$ cat config.mk
export PLATFORM = sky130hd
export DESIGN_NAME = rx_char_restore
export DESIGN_NICKNAME = d
export VERILOG_FILES = /design/src/rtl/rx_char_restore.sv
export SDC_FILE = /design/constraint.sdc
export NUM_CORES = 1
export LEC_CHECK = 0
export ABC_AREA = 1
export CAP_MARGIN = 30
export CORE_MARGIN = 2
export CORE_UTILIZATION = 33
export DETAILED_ROUTE_END_ITERATION = 6
export GPL_ROUTABILITY_DRIVEN = 0
export SLEW_MARGIN = 20
export SYNTH_ARGS = -nofsm -noshare
export SYNTH_HDL_FRONTEND = slang
export SYNTH_SLANG_ARGS = --single-unit
export TNS_END_PERCENT = 30
$ cat constraint.sdc
create_clock -name i_clk -period 2.24 [get_ports i_clk]
set_clock_uncertainty 0.2 [all_clocks]
set_input_delay 0.336 -clock i_clk [delete_from_list [all_inputs] [get_ports i_clk]]
set_output_delay 0.336 -clock i_clk [all_outputs]
set_load 0.01 [all_outputs]
$ cat src/rtl/rx_char_restore.sv
// RX character restore: strips |I|/|A|, turns |S| back into an SOF strobe, and
// checks the x1 lane-0 SOF sequence. Optional |A| interval monitor: RX_AM_MON_EN.
module rx_char_restore #(
  parameter int unsigned AM_INTERVAL = 64,
  parameter logic [31:0] SOF_DATA    = 32'h0000_0000
) (
  input  logic        i_clk,
  input  logic        i_rst_n,
  input  logic [31:0] i_data_in,
  input  logic [3:0]  i_datak_in,
  input  logic        i_x1_mode,
  output logic        o_sof_out,
  output logic [31:0] o_data_out,
  output logic [3:0]  o_data_valid_out,
  output logic        o_am_det,
  output logic        o_char_err
);

  localparam logic [7:0] K_IDLE = 8'hBC;
  localparam logic [7:0] K_AM   = 8'h7C;
  localparam logic [7:0] K_SOF  = 8'hFB;

  typedef enum logic [1:0] {
    S_IDLE,
    S_GOT_S,
    S_GOT_A,
    S_GOT_55
  } state_e;

  if (AM_INTERVAL > 254) begin : g_am_interval_range
    $error("AM_INTERVAL must be in 0..254");
  end

  state_e      state_q, state_d;
  state_e      state_cur;
  logic        x1_mode_q;
  logic        mode_chg;
  logic        seq_fail;
  logic        dec_err;
  logic        mon_err;
  logic [7:0]  d0;
  logic        k0;
  logic        am_word;
  logic        idle_word;

  logic        sof_q, sof_d;
  logic [31:0] data_q, data_d;
  logic [3:0]  valid_q, valid_d;
  logic        am_q, am_d;
  logic        err_q, err_d;

  assign d0        = i_data_in[7:0];
  assign k0        = i_datak_in[0];
  assign mode_chg  = (i_x1_mode != x1_mode_q);
  assign am_word   = !i_x1_mode && (i_datak_in == 4'hF) && (i_data_in == {4{K_AM}});
  assign idle_word = !i_x1_mode && (i_datak_in == 4'hF) && (i_data_in == {4{K_IDLE}});

  // NOTE: every variable assigned in this block gets a default first so no latch is inferred.
  always_comb begin
    state_d   = S_IDLE;
    state_cur = state_q;
    seq_fail  = 1'b0;
    dec_err   = 1'b0;
    sof_d     = 1'b0;
    data_d    = 32'h0;
    valid_d   = 4'h0;
    am_d      = 1'b0;

    if (!i_x1_mode) begin
      if (i_datak_in == 4'h0) begin
        data_d  = i_data_in;
        valid_d = 4'hF;
      end else if (i_datak_in == 4'hF && i_data_in == {4{K_SOF}}) begin
        sof_d   = 1'b1;
        data_d  = SOF_DATA;
        valid_d = 4'hF;
      end else if (am_word) begin
        am_d = 1'b1;
      end else if (!idle_word) begin
        dec_err = 1'b1;
      end
    end else begin
      // A mode switch restarts the sequence from IDLE without flagging an error.
      state_cur = mode_chg ? S_IDLE : state_q;
      state_d   = state_cur;
      unique case (state_cur)
        S_IDLE: begin
          if (!k0) begin
            data_d  = {24'h0, d0};
            valid_d = 4'h1;
          end else if (d0 == K_SOF) begin
            state_d = S_GOT_S;
          end else if (d0 != K_IDLE) begin
            seq_fail = 1'b1;
          end
        end
        S_GOT_S: begin
          if (k0 && d0 == K_AM) state_d = S_GOT_A;
          else                  seq_fail = 1'b1;
        end
        S_GOT_A: begin
          if (!k0 && d0 == 8'h55) state_d = S_GOT_55;
          else                    seq_fail = 1'b1;
        end
        S_GOT_55: begin
          if (!k0 && d0 == 8'h00) begin
            sof_d   = 1'b1;
            data_d  = {24'h0, SOF_DATA[7:0]};
            valid_d = 4'h1;
            state_d = S_IDLE;
          end else begin
            seq_fail = 1'b1;
          end
        end
        default: state_d = S_IDLE;
      endcase

      if (seq_fail) begin
        dec_err = 1'b1;
        state_d = (k0 && d0 == K_SOF) ? S_GOT_S : S_IDLE;
      end
      if (mode_chg) begin
        dec_err = 1'b0;
        state_d = S_IDLE;
      end
    end

    err_d = dec_err | mon_err;
  end

`ifdef RX_AM_MON_EN
  localparam logic [8:0] AM_LIMIT = 9'(AM_INTERVAL);

  logic [8:0] am_cnt_q, am_cnt_d;
  logic       am_armed_q, am_armed_d;

  // Cycles since the last |A|; an |I| past the interval means a marker was replaced.
  always_comb begin
    am_armed_d = am_armed_q;
    mon_err    = 1'b0;
    if (am_word)                 am_cnt_d = 9'd0;
    else if (&am_cnt_q)          am_cnt_d = am_cnt_q;
    else                         am_cnt_d = am_cnt_q + 9'd1;

    if (am_word) begin
      am_armed_d = 1'b1;
    end else if (am_armed_q && idle_word && am_cnt_q > AM_LIMIT) begin
      mon_err    = 1'b1;
      am_armed_d = 1'b0;
    end
  end

  always_ff @(posedge i_clk or negedge i_rst_n) begin
    if (!i_rst_n) begin
      am_cnt_q   <= 9'd0;
      am_armed_q <= 1'b0;
    end else begin
      am_cnt_q   <= am_cnt_d;
      am_armed_q <= am_armed_d;
    end
  end
`else
  assign mon_err = 1'b0;
`endif

  // NOTE: sequential state uses non-blocking assignments only.
  always_ff @(posedge i_clk or negedge i_rst_n) begin
    if (!i_rst_n) begin
      state_q   <= S_IDLE;
      x1_mode_q <= 1'b0;
      sof_q     <= 1'b0;
      data_q    <= 32'h0;
      valid_q   <= 4'h0;
      am_q      <= 1'b0;
      err_q     <= 1'b0;
    end else begin
      state_q   <= state_d;
      x1_mode_q <= i_x1_mode;
      sof_q     <= sof_d;
      data_q    <= data_d;
      valid_q   <= valid_d;
      am_q      <= am_d;
      err_q     <= err_d;
    end
  end

  assign o_sof_out        = sof_q;
  assign o_data_out       = data_q;
  assign o_data_valid_out = valid_q;
  assign o_am_det         = am_q;
  assign o_char_err       = err_q;

endmodule

==> impl_metrics.json <==
{
  "critPathRequiredTime_ns": 2.26,
  "ys_ff_latch": 40,
  "grt_use_total": 0.170,
  "tns_ns": 0,
  "port_buffers": 77,
  "design_area_um2": 3010,
  "synth_cell_types": 25,
  "finalNetCount": 375,
  "final_common_cell": "clkdlybuf4s50_1",
  "cp_max_fo": 5,
  "postCtsSetupBuffers": 0,
  "fillers": 575,
  "start_util": 0.347,
  "clk_pin_slew_ns": 0.08,
  "end_kind": "flop",
  "num_antenna_cells": 0,
  "clockRootBuffer": "clkbuf_8",
  "max_freq_ghz": 0.531,
  "synth-seq-area-share": 0.514,
  "die_width_um": 80.8,
  "core_area_um2": 5610,
  "power_leakage_nw": 1.47,
  "area_delta_synth_final_pct": 54.8,
  "fin_hold_ws_ns": 0.156,
  "slew_viol_final": 0,
  "grt_pass1_wl_mm": 8.51,
  "io_pins": 78,
  "worstHoldPathType": "input port to flop",
  "yosys.area.top_type": "dfrtp_1",
  "syn_nets": 283,
  "path_class": "flop to flop",
  "outcome": "complete, no violations",
  "grt_pass1_vias": 1859,
  "netlist_area_um2": 1950,
  "slew_headroom": 0.628,
  "max_cap_viol_count": 0,
  "core.rowCount": 27,
  "clkLatencyLatePin_ns": 0.29,
  "worst_pin_slew_ns": 0.556,
  "ant_nets": 0,
  "critPathMaxStageDelay_ns": 0.39,
  "final-hold-violation-count": 0,
  "yosys-top-cells-area": "dfrtp_1, nor2_1, inv_1",
  "drt_iter0_markers": 57,
  "r2r_slack_ns": 0.36,
  "die-area_um2": 6530,
  "grt_start_max_net_pins": 41,
  "power_density_nw_per_um2": 533,
  "wirelength_mm": 5.10,
  "hpwlAfterDp_mm": 4.04,
  "avgViaCountPerCell": 4.51,
  "cts_tree": "done",
  "layout_common_cells": "clkdlybuf4s50_1, nor2_1, inv_1",
  "yosysTopAreaCellShare": 0.514,
  "cp.arrival_ns": 1.91,
  "crit_path_cell_trace": "or2_1 -> a21boi_2 -> inv_2 -> ha_2 -> inv_2 -> nand2_1 -> o21ai_0 -> nand2_1 -> inv_1 -> nand2_1 -> a21oi_1",
  "grt-ovfl-total": 0,
  "post_dp_cell_area_um2": 2870,
  "via_count": 1826,
  "dr.pass1.iters": 4,
  "worstSetupStartpointType": "flop",
  "cts_buffers": 5,
  "setup_viol": 0,
  "synth_cells": 240,
  "drcViolationCount": 0,
  "final.period_utilization": 0.841,
  "yosysWarnings": 0,
  "cts.sink_count": 40,
  "crit_buf_inv": 3,
  "crit_family": "compound AO/OA/AOI/OAI gates",
  "period_needed_ns": 1.88,
  "syn-mean-instance-area_um2": 8.11,
  "ir_drop_mv": 0.396,
  "drive_above_1_share": 0.108,
  "h-tree-depth": 2,
  "clockBufferDepth": 2,
  "crit_top_cell": "nand2_1",
  "grt_setup_unrepaired": "no",
  "die_height_um": 80.8,
  "antenna_found_initial": 0,
  "wl_per_cell_um": 12.6,
  "cp_slowest_cell": "dfrtp_1"
}
[state kept, by name, summed over array words and instances, names as in the netlist]
register / flops
o_am_det: 1
o_char_err: 1
o_data_out: 32
o_data_valid_out: 2
o_sof_out: 1
state_q: 2
x1_mode_q: 1
[final timing paths]
check	startpoint	endpoint	depth (start not counted)
worst max-delay path	x1_mode_q	state_q[0]	11
worst min-delay path	i_x1_mode	x1_mode_q	2
worst max register to register	x1_mode_q	state_q[0]	11
worst min register to register	x1_mode_q	state_q[1]	2
max in group asynchronous	i_rst_n	o_data_out[22]	3
min in group asynchronous	i_rst_n	o_data_out[28]	3
[Yosys cell counts]
master,instances
a21boi_0,1
a21boi_2,1
a21oi_1,2
buf_2,2
buf_4,2
dfrtp_1,40
ha_1,4
inv_1,42
inv_2,2
nand2_1,35
nand2_2,4
nand3_1,11
nand3_2,1
nand3b_1,2
nand4_1,11
nor2_1,49
nor2_2,3
nor3_1,13
nor4_1,2
nor4_4,1
o21ai_0,7
o21ai_1,1
o21ai_2,2
or2_0,1
or2_1,1
[final cells by class]
cell class              count  area (µm²)  area share
clock buffers               7        96.3      0.0320
inverters                  44         165      0.0548
multi-input cells         152         758       0.252
repair buffers             89         873       0.290
well taps                  72        90.1      0.0299
clock inverters             1        30.0     0.00996
flip-flops and latches     40        1000       0.332
[logic make-up after synthesis]
kind of cell / after synthesis / synth area share
AOI/OAI and AO/OA: 14 / 0.0443
and+or+nand+nor: 134 / 0.318
adders and majority gates: 4 / 0.0257
DFF: 40 / 0.514
buffers and inverters: 48 / 0.0977
[power by group]
part / leakage, nW / internal, mW / switching, mW
Combinational: 0.859 / 0.116 / 0.111
Clock: 0.0645 / 0.393 / 0.244
Sequential: 0.545 / 0.737 / 0.00471
[metal layers]
| layer | track usage | vias up | share of wire |
|---|---|---|---|
| li1 | - | 930 | - |
| met1 | 0.207 | 826 | 0.44 |
| met2 | 0.299 | 65 | 0.48 |
| met3 | 0.0422 | 5 | 0.070 |
| met4 | 0.0475 | 0 | 0.011 |
| met5 | 0 | - | 0 |
[stage by stage]
| stage | cells | setup slack (ns) | util | power (mW) |
|---|---|---|---|---|
| floorplan | 240 | 0.350 | - | 0.824 |
| CTS | 405 | 0.120 | 0.537 | 1.62 |
| detailed placement | 396 | -0.200 | 0.512 | 0.984 |
| global route | 405 | 0.132 | 0.537 | 1.68 |
| global placement | 396 | -0.145 | 0.512 | 0.982 |
| finish | 405 | 0.356 | 0.537 | 1.61 |
[repair_timing]
| item | in CTS | in global routing |
|---|---|---|
| endpoints found under the setup margin | 0 | 3 |
| gates resized for setup | 0 | 3 |
| hold buffers | 1 | 0 |
| hold endpoints to repair | 40 | 0 |
No activity file was read; power rests on OpenSTA's default activity.
